`config.mk`:
```
export PLATFORM = sky130hd
export DESIGN_NAME = fetch_stage
export DESIGN_NICKNAME = d
export VERILOG_FILES = /design/src/rtl/fetch_stage.sv
export SDC_FILE = /design/constraint.sdc
export NUM_CORES = 1
export LEC_CHECK = 0
export CAP_MARGIN = 20
export CORE_ASPECT_RATIO = 1.25
export CORE_UTILIZATION = 46
export CTS_CLUSTER_DIAMETER = 40
export DETAILED_ROUTE_END_ITERATION = 8
export HOLD_SLACK_MARGIN = 0.03
export PLACE_DENSITY = 0.85
export SLEW_MARGIN = 20
export SYNTH_ARGS = -nofsm -noshare
export SYNTH_HDL_FRONTEND = slang
export SYNTH_SLANG_ARGS = --single-unit
```
`constraint.sdc`:
```
create_clock -name clk -period 2 [get_ports clk]
set_input_delay 0.4 -clock clk [delete_from_list [all_inputs] [get_ports clk]]
set_output_delay 0.4 -clock clk [all_outputs]
set_load 0.005 [all_outputs]
```
`src/rtl/fetch_stage.sv`:
```
// Instruction-fetch stage with IF/ID pipeline register and one-entry skid buffer.
// Owns the PC, drives a request/ready imem port and absorbs words returned under stall.
module fetch_stage #(
  parameter int unsigned     XLEN     = 32,
  parameter logic [XLEN-1:0] RESET_PC = '0,
  parameter logic [XLEN-1:0] NOP      = XLEN'(32'h0000_0013)
) (
  input  logic            clk,
  input  logic            rst_n,
  input  logic            stall_flag,
  input  logic            branch_flag,
  input  logic [XLEN-1:0] branch_target,
  output logic            imem_req,
  output logic [XLEN-1:0] imem_addr,
  input  logic            imem_ready,
  input  logic [XLEN-1:0] imem_rdata,
  output logic [XLEN-1:0] if_inst,
  output logic [XLEN-1:0] if_pc,
  output logic            if_valid
);

  typedef enum logic [1:0] {
    ST_START    = 2'd0,
    ST_FETCH    = 2'd1,
    ST_BUFFERED = 2'd2
  } state_e;

  state_e          state_q, state_d;
  logic [XLEN-1:0] pc_q, pc_d;
  logic [XLEN-1:0] buf_inst_q, buf_inst_d;
  logic [XLEN-1:0] buf_pc_q, buf_pc_d;
  logic [XLEN-1:0] if_inst_d, if_pc_d;
  logic            if_valid_d;
  logic            imem_req_d;
  logic [XLEN-1:0] target_aligned;
  logic [XLEN-1:0] pc_inc;

  assign target_aligned = branch_target & ~XLEN'(3);
  assign pc_inc         = pc_q + XLEN'(4);
  assign imem_addr      = pc_q;

  // State and datapath registers
  always_ff @(posedge clk or negedge rst_n) begin
    if (!rst_n) begin
      state_q    <= ST_START;
      pc_q       <= RESET_PC;
      buf_inst_q <= NOP;
      buf_pc_q   <= '0;
      if_inst    <= NOP;
      if_pc      <= '0;
      if_valid   <= 1'b0;
      imem_req   <= 1'b0;
    end else begin
      state_q    <= state_d;
      pc_q       <= pc_d;
      buf_inst_q <= buf_inst_d;
      buf_pc_q   <= buf_pc_d;
      if_inst    <= if_inst_d;
      if_pc      <= if_pc_d;
      if_valid   <= if_valid_d;
      imem_req   <= imem_req_d;
    end
  end

  // Next-state: a stalled return parks in the buffer; a flush always returns to FETCH
  always_comb begin
    state_d = state_q;
    case (state_q)
      ST_START:    state_d = ST_FETCH;
      ST_FETCH:    if (!branch_flag && imem_ready && stall_flag) state_d = ST_BUFFERED;
      ST_BUFFERED: if (branch_flag || !stall_flag) state_d = ST_FETCH;
      default:     state_d = ST_START;
    endcase
  end

  // Datapath next values; branch_flag wins over stall_flag everywhere
  always_comb begin
    pc_d       = pc_q;
    buf_inst_d = buf_inst_q;
    buf_pc_d   = buf_pc_q;
    if_inst_d  = if_inst;
    if_pc_d    = if_pc;
    if_valid_d = if_valid;
    case (state_q)
      ST_FETCH: begin
        if (branch_flag) begin
          pc_d       = target_aligned;
          if_inst_d  = NOP;
          if_valid_d = 1'b0;
        end else if (imem_ready) begin
          pc_d = pc_inc;
          if (stall_flag) begin
            buf_inst_d = imem_rdata;
            buf_pc_d   = pc_q;
          end else begin
            if_inst_d  = imem_rdata;
            if_pc_d    = pc_q;
            if_valid_d = 1'b1;
          end
        end else if (!stall_flag) begin
          if_inst_d  = NOP;
          if_valid_d = 1'b0;
        end
      end
      ST_BUFFERED: begin
        if (branch_flag) begin
          pc_d       = target_aligned;
          if_inst_d  = NOP;
          if_valid_d = 1'b0;
        end else if (!stall_flag) begin
          if_inst_d  = buf_inst_q;
          if_pc_d    = buf_pc_q;
          if_valid_d = 1'b1;
        end
      end
      default: ;
    endcase
    imem_req_d = (state_d == ST_FETCH);
  end

endmodule

```
## Word level (Yosys, flattened, before mapping)

Index checks and enable logic that the tools add are counted.

- Output and inout bits: 98
- Bits of input ports: 69
- Flip-flop bits (word level): 164
- Word-level logic and storage cells: 61

- Multiplexer cells: 26
- Add/sub/neg operators: 1
- Equal/unequal tests: 13
- Reductions and logical operators: 12
- Bitwise operators: 1

Operator list:

| operator | number |
|---|---|
| 32-bit 2-to-1 mux | 14 |
| 32-bit case mux with 2 select lines | 3 |
| 32-bit by 3-bit adder with 32-bit output (second input constant) | 1 |
| 2-bit inequality test (second input constant) | 6 |
| 3-bit inequality test (second input constant) | 3 |
| 2-bit case mux with 3 select lines | 1 |
| 3-bit AND reduction | 2 |
| 6-bit AND reduction | 1 |
| 1-bit 2-to-1 mux | 5 |
| 2-bit by 1-bit == test with 1-bit output (second input constant) | 2 |
| 2-bit 2-to-1 mux | 2 |
| 4-bit inequality test (second input constant) | 1 |
| 4-bit AND reduction | 1 |
| 2-bit == test (second input constant) | 1 |
| 1-bit logical AND | 2 |
| 1-bit logical NOT | 2 |
| 2-bit logical NOT | 1 |
| 1-bit case mux with 2 select lines | 1 |
| 2-bit AND reduction | 1 |
| 2-bit nonzero test | 1 |
| 1-bit logical OR | 1 |
| 1-bit inverter | 1 |

## Depth between registers and ports, before layout

Gate-level depths: netlist of run 1.

- Depth in word-level cells: 6
- Mapped depth: 10
- Depth with buffers taken out: 7

## Worst setup path after synthesis of run 1

OpenSTA, ideal clock, no wires.

- Kind: register to register
- From: register state_q[0]
- To: register pc_q[14], in the netlist imem_addr[14]
- Setup slack: -0.051 ns
- Arrival time: 1.928 ns
- Period minus slack after synthesis: 2.051 ns
- Cell stages (with the launch flop): 10
- Cells stage by stage: dfrtp_1 -> inv_1 -> ha_1 -> clkbuf_1 -> and2_1 -> buf_2 -> a31oi_1 -> buf_2 -> a21oi_1 -> o221a_2

- Longest elaborated chain between the ends: 3
- Elaborated cells between the ends (all ways): 7

Ends and longest elaborated chain:

| element | RTL line | RTL |
|---|---|---|
| start, declared | 28 | `state_e state_q, state_d;` |
| start signal, assigned | 54 | `state_q <= state_d;` |
| 2-bit by 1-bit == test with 1-bit output / 2-bit == test (equally long branches) | 84 | `case (state_q)` |
| 3-bit inequality test (no line) (tied with other cells) | n/a |  |
| 3-bit AND reduction (no line) | n/a |  |
| end signal, assigned | 55 | `pc_q <= pc_d;` |
| end, declared | 29 | `logic [XLEN-1:0] pc_q, pc_d;` |

Several ways; a longest one is shown, not always the timed one.
A chain may end at the register's enable or synchronous reset.

## Worst setup path in the final report of run 1

- From: register state_q[0]
- To: register if_inst[27]

- Longest elaborated chain between the ends: 3
- Elaborated cells between the ends (all ways): 7

Ends and longest elaborated chain:

| element | RTL line | RTL |
|---|---|---|
| 2-bit by 1-bit == test with 1-bit output / 2-bit == test (equally long branches) | 84 |  |
| 3-bit inequality test (no line) / 2-bit nonzero test (equally long branches) | n/a |  |
| 3-bit AND reduction (no line) | n/a |  |
| end signal, assigned | 58 | `if_inst <= if_inst_d;` |
| end, declared | 17 | `output logic [XLEN-1:0] if_inst,` |

Several ways; a longest one is shown, not always the timed one.

==> flow_metrics.py, run 1 <==
metrics = {
    "run_status": {
        "status": "finished clean",
    },
    "sta": {
        "maxSlewHeadroom_pct": 54.55,
        "max_slew.worst_pin.slew_ns": 0.6801,
        "setup_slack_ns": 0.04600,
        "max_freq_ghz": 0.5118,
        "fin_skew_ns": 0.007511,
        "fin_crit_sh_pct": 97.70,
        "period_needed_ns": 1.954,
        "hold_violations": 0,
        "rsz0062_at_grt": "true",
        "hold_ws_ns": 0.4798,
        "maxSlewViolCount": 0,
        "setup-violations-final": 0,
    },
    "critical_path": {
        "worst-setup-path-type": "reg -> reg",
        "crit_chain": "inv_1, ha_2, inv_1, nand2_1, nor2_2, a221oi_1, nor2_1",
        "start_kind": "flip-flop",
        "cpMostUsedCell": "inv_1",
        "crit_fanout": 14,
        "critical-path-max-stage-delay_ns": 0.58,
        "worstPathRequired_ns": 2.35,
        "crit_path_start": "state_q[0]",
        "cp-end-kind": "flip-flop",
        "slowest_stage": "nor2_2",
        "arrival_ns": 2.30,
        "r2r-start": "state_q[0]",
    },
    "worst_hold_path": {
        "hp-class": "reg -> reg",
        "min-delay-start": "if_inst[4]",
    },
    "yosys": {
        "synth_edf_count": 0,
        "ys_seq_elements": 158,
        "yosys.area.top_type": "dfrtp_1",
        "ys_top_cells_by_count": "dfrtp_1 (152), nor2_1 (84), mux2_2 (56)",
        "synth-seq-area-share_pct": 54.08,
        "synth_area_leaders": "dfrtp_1 (52%), mux2_2 (8.6%), nor2_1 (4.3%)",
        "synth_ff_type": "dfrtp_1",
        "syn_area_um2": 7325,
        "async_flop_share_pct": 100.0,
        "synth_most_common_cell": "dfrtp_1",
        "netlist-cell-type-count": 59,
        "syn_area_per_cell_um2": 10.65,
        "synth_top_area_share_pct": 51.93,
        "yosysWarnings": 0,
        "netlist_instances": 688,
    },
    "cells_and_area": {
        "antenna_cells": 0,
        "drive_above_1_share_pct": 21.88,
        "nets": 966,
        "synthToLayoutAreaGrowth_pct": 40.60,
        "utilization_pct": 66.14,
        "final_cell_area_um2": 10300,
    },
    "route": {
        "ant_nets": 0,
        "detail_route.iter0.violations": 561,
        "wire_per_inst_um": 18.50,
        "vias": 6352,
        "routed_wirelength_mm": 20.66,
        "first_pass_iters": 6,
        "viasPerCell": 5.687,
        "drc": 0,
    },
    "global_routing": {
        "grt_usage_pct": 25.91,
        "grt_pass1_vias": 6343,
        "grt_pass1_wl_mm": 32.21,
        "grt-ovfl-total": 0,
        "grt_max_degree": 50,
        "grt_antenna_before_repair": 0,
    },
    "pwr": {
        "swShare_pct": 35.02,
        "powerDensity_nw_per_um2": 1611,
        "intPower_mw": 10.78,
        "total_power_mw": 16.59,
        "clkPwrFrac_pct": 20.0,
        "p_leak_nw": 4.319,
        "vdd_drop_max_uv": 987.9,
        "switchingPower_mw": 5.809,
        "pwr-share-seq_pct": 35.6,
        "comb_power_share_pct": 44.4,
    },
    "floorplanning": {
        "die-area_um2": 16430,
        "rows": 51,
        "dieHeight_um": 143.1,
        "start_util_pct": 47.04,
        "ioPinCount": 167,
        "die_x_um": 114.9,
        "core-area_um2": 15570,
    },
    "clocking": {
        "cts_tree": "built",
        "clock_path_buffers": 2,
        "clk_latency_ns": 0.43,
        "cts_root_buf": "clkbuf_16",
        "clock-sinks": 158,
        "clk_pin_slew_worst_paths_ns": 0.06,
        "numCtsBuffers": 17,
        "htreeDepth": 4,
    },
    "place": {
        "pre_cts_ws_ns": -0.4576,
        "routabilityCongestion": 0.9343,
        "dpl_cell_area_um2": 9580,
        "dp_hpwl_mm": 14.16,
        "portBuffers": 160,
    },
    "run": {
        "max_cap_viol_count": 0,
    },
}
[cell usage in the layout (no fill, tap or decap), types with 4 or more instances in the layout]
master           count
a211oi_1             6
a21oi_1             31
a221oi_1            29
and3_1               5
and4_1               5
buf_12               6
buf_4               67
clkbuf_16           17
clkdlybuf4s50_1    159
conb_1               4
dfrtp_1            150
dfstp_2              6
inv_1               14
inv_6                5
mux2_2              56
mux2i_1             31
nand2_1             54
nand3_1             14
nand4_1             10
nor2_1              80
nor3_1              12
o21ai_0             51
o22ai_1             11
o32ai_1              5
[metrics by stage]
step | instances | TNS, ns
finish | 1117 | 0
global route | 1117 | -0.2038
CTS | 1115 | 0
detailed placement | 1081 | -23.95
global placement | 1081 | -17.26
floorplan | 691 | -0.0005611
[sequential cells by signal, summed over array words and instances (netlist names)]
register	cells
imem_addr	30
state_q	2
if_valid	1
if_inst	32
imem_req	1
if_pc	30
buf_pc_q	30
buf_inst_q	32
[final cells by class]
type	count	area [µm²]
clock inverters	15	178.9
multi-input cells	465	3138
fillers	1187	5271
flip-flops and latches	158	3964
well taps	212	265.3
inverters	14	52.55
clock buffers	17	425.4
repair buffers	236	2275
[cell families (layout without fill, tap and decap cells)]
kind of cell | count (synthesis) | after routing | synth area share, %
simple gates | 209 | 210 | 13.46
compound gates | 159 | 159 | 14.16
flops | 158 | 158 | 54.08
mux | 87 | 87 | 12.85
buf+inv | 69 | 282 | 4.544
fa+ha+maj | 5 | 5 | 0.8541
other cells | 1 | 4 | 0.05120
[routing by layer]
metal / share of wire (%) / track usage (%) / vias up / wire length (µm)
met5: 0 / 0 / - / 0
met3: 6.6 / 6.027 / 49 / 1362
met1: 39 / 30.18 / 3120 / 8030
met4: 2.4 / 11.00 / 0 / 498
li1: - / - / 2898 / -
met2: 52 / 45.40 / 285 / 10770
[worst max-delay path, delay by kind of cell (launching register included)]
kind / cells / cell delay, ns
buffers and inverters: 2 / 0.21
AOI/OAI and AO/OA: 1 / 0.19
and+or+nand+nor: 3 / 0.92
DFF: 1 / 0.35
adders and majority gates: 1 / 0.21
[repair_timing]
action | in CTS | in global routing
gates resized for setup | 3 | 14
pin swaps | 0 | 2
gates cloned | 1 | 1
hold buffers | 1 | 0
buffers inserted | 0 | 1
setup endpoints to repair | 35 | 41
endpoints found under the hold margin | 43 | 0
[path summary, 6_finish.rpt]
path / end / slack, ns / cells after the start
max: if_inst[27] / 0.05 / 7
min: if_inst[4] / 0.48 / 2
max reg2reg: if_inst[27] / 0.05 / 7
min reg2reg: if_inst[4] / 0.48 / 2
max in group asynchronous: buf_pc_q[16] / 0.82 / 3
min in group asynchronous: if_inst[27] / 0.51 / 2
[power groups by stage]
| stage | logic, mW | registers, mW | clock network [mW] |
|---|---|---|---|
| 2_1_floorplan | 3.38 | 5.88 | 0 |
| 3_3_place_gp | 6.89 | 5.83 | 0 |
| 3_5_place_dp | 7.12 | 5.93 | 0 |
| 4_1_cts | 7.23 | 5.90 | 3.35 |
| 5_1_grt | 8.06 | 6.10 | 3.51 |
| 6_report | 7.37 | 5.90 | 3.32 |
Power figures use the tool's default switching activity.
==> run 2, diff against run 1 <==
- CAP_MARGIN: 20 -> 0
- CORE_MARGIN: default -> 5
==> flow_metrics.py, run 2 (synthesis results as in run 1) <==
metrics = {
    "pwr": {
        "p_leak_nw": 4.245,
        "total_power_mw": 16.37,
        "vdd_drop_max_uv": 869.3,
        "powerDensity_nw_per_um2": 1612,
    },
    "cells_and_area": {
        "final_cell_area_um2": 10150,
        "final_common_cell": "clkdlybuf4s50_1",
        "final_cell_mix": "clkdlybuf4s50_1 (159), dfrtp_1 (150), nor2_1 (81), buf_4 (59), mux2_2 (56)",
        "largestRegisters": "buf_inst_q x32, if_inst x32",
        "nFillCells": 1178,
        "antenna_cells": 0,
        "nets": 956,
        "utilization_pct": 64.95,
        "synthToLayoutAreaGrowth_pct": 38.64,
        "drive_above_1_share_pct": 20.34,
    },
    "route": {
        "viasPerCell": 5.638,
        "wire_per_inst_um": 18.39,
        "detail_route.iter0.violations": 640,
        "drc": 0,
        "vias": 6241,
        "routed_wirelength_mm": 20.36,
        "routed-wl-met2_mm": 10.54,
        "wl_met1_mm": 7.760,
        "ant_nets": 0,
        "met3_length_mm": 1.703,
        "highest_layer": "met4",
        "first_pass_iters": 5,
    },
    "floorplanning": {
        "die_x_um": 122.9,
        "dieHeight_um": 151.1,
        "ioPinCount": 167,
        "die-area_um2": 18560,
        "start_util_pct": 46.85,
        "core-area_um2": 15630,
        "rows": 51,
    },
    "critical_path": {
        "worst-setup-path-type": "reg -> reg",
        "crit_fanout": 5,
        "start_kind": "flip-flop",
        "slowest_stage": "dfrtp_1",
        "cp-end-kind": "flip-flop",
        "arrival_ns": 2.27,
        "crit_family": "compound AO/OA/AOI/OAI gates",
        "critical-path-max-stage-delay_ns": 0.37,
        "worst-path-buf-inv": 2,
        "worstPathRequired_ns": 2.32,
        "crit_chain": "inv_1, ha_1, buf_4, a31oi_1, nor2_1, a211oi_1, a311oi_1",
    },
    "global_routing": {
        "grt-ovfl-total": 0,
        "grt_usage_pct": 22.31,
        "grt_max_degree": 81,
        "grt_antenna_before_repair": 0,
        "grt_pass1_vias": 6317,
        "grt_pass1_wl_mm": 32.34,
    },
    "worst_hold_path": {
        "hp-class": "reg -> reg",
    },
    "sta": {
        "hold_violations": 0,
        "max_freq_ghz": 0.5111,
        "fin_crit_sh_pct": 97.83,
        "setup-violations-final": 0,
        "rsz0062_at_grt": "true",
        "maxSlewHeadroom_pct": 51.88,
        "period_needed_ns": 1.957,
        "maxSlewViolCount": 0,
        "fin_skew_ns": 0.008568,
        "max_slew.worst_pin.slew_ns": 0.7200,
    },
    "clocking": {
        "clock-sinks": 158,
        "clk_pin_slew_worst_paths_ns": 0.06,
        "htreeDepth": 4,
        "cts_root_buf": "clkbuf_16",
        "clk_latency_ns": 0.43,
        "numCtsBuffers": 17,
        "clock_path_buffers": 2,
        "cts_tree": "built",
    },
    "run": {
        "max_cap_viol_count": 0,
    },
    "place": {
        "portBuffers": 160,
        "dp_hpwl_mm": 14.29,
        "dpl_cell_area_um2": 9505,
        "routabilityCongestion": 0.9270,
    },
    "run_status": {
        "status": "finished clean",
    },
}
[run 2: worst register-to-register path, delay by kind of cell (launching register included)]
kind | cells | cell delay, ns
compound gates | 3 | 0.54
flops | 1 | 0.37
fa+ha+maj | 1 | 0.36
simple gates | 1 | 0.33
buf+inv | 2 | 0.24
[run 2: timing repair]
action                                  in CTS  in global routing
endpoints found under the hold margin       77                  0
hold buffers                                 1                  0
resized for setup                            0                  6
buffers inserted                             0                  3
endpoints found under the setup margin       0                 50
[run 2: final timing paths]
kind	from	end	slack, ns	cells past startpoint
min in group asynchronous	rst_n	buf_inst_q[28]	0.55	3
setup reg to reg	state_q[1]	imem_addr[23]	0.04	7
setup / recovery	state_q[1]	imem_addr[23]	0.04	7
hold / removal	if_pc[8]	if_pc[8]	0.48	2
hold reg to reg	if_pc[8]	if_pc[8]	0.48	2
max in group asynchronous	rst_n	if_pc[6]	0.99	3
[run 2: layer usage]
metal,vias to the layer above,GRT usage (%)
li1,2884,-
met1,3034,27.61
met2,292,38.41
met3,31,5.379
met4,0,7.059
met5,-,0
[run 2: through the flow]
stage	setup TNS, ns	setup slack (ns)	std cells	hold slack, ns
global placement	-25.38	-0.4114	1071	0.4571
finish	0	0.04345	1107	0.4798
CTS	0	0.0007028	1104	0.4831
global route	-0.1306	-0.05456	1107	0.4930
detailed placement	-23.03	-0.2447	1071	0.4614
floorplan	-0.0005611	-0.0005611	691	0.1044
[run 2: final cells by class]
type	count	area, µm²	area share [%]
Sequential cell	158	3964	39.03
Multi-Input combinational cell	464	3088	30.41
Timing Repair Buffer	227	2187	21.54
Clock buffer	18	429.2	4.226
Tap cell	212	265.3	2.612
Clock inverter	14	168.9	1.663
Inverter	14	52.55	0.5175
[run 2: where the power goes]
group	switching [mW]	internal (mW)	leakage (nW)
clock network	1.41	1.89	0.285
logic	3.25	3.92	2.09
registers	1.06	4.84	1.87
total	5.72	10.6	4.24
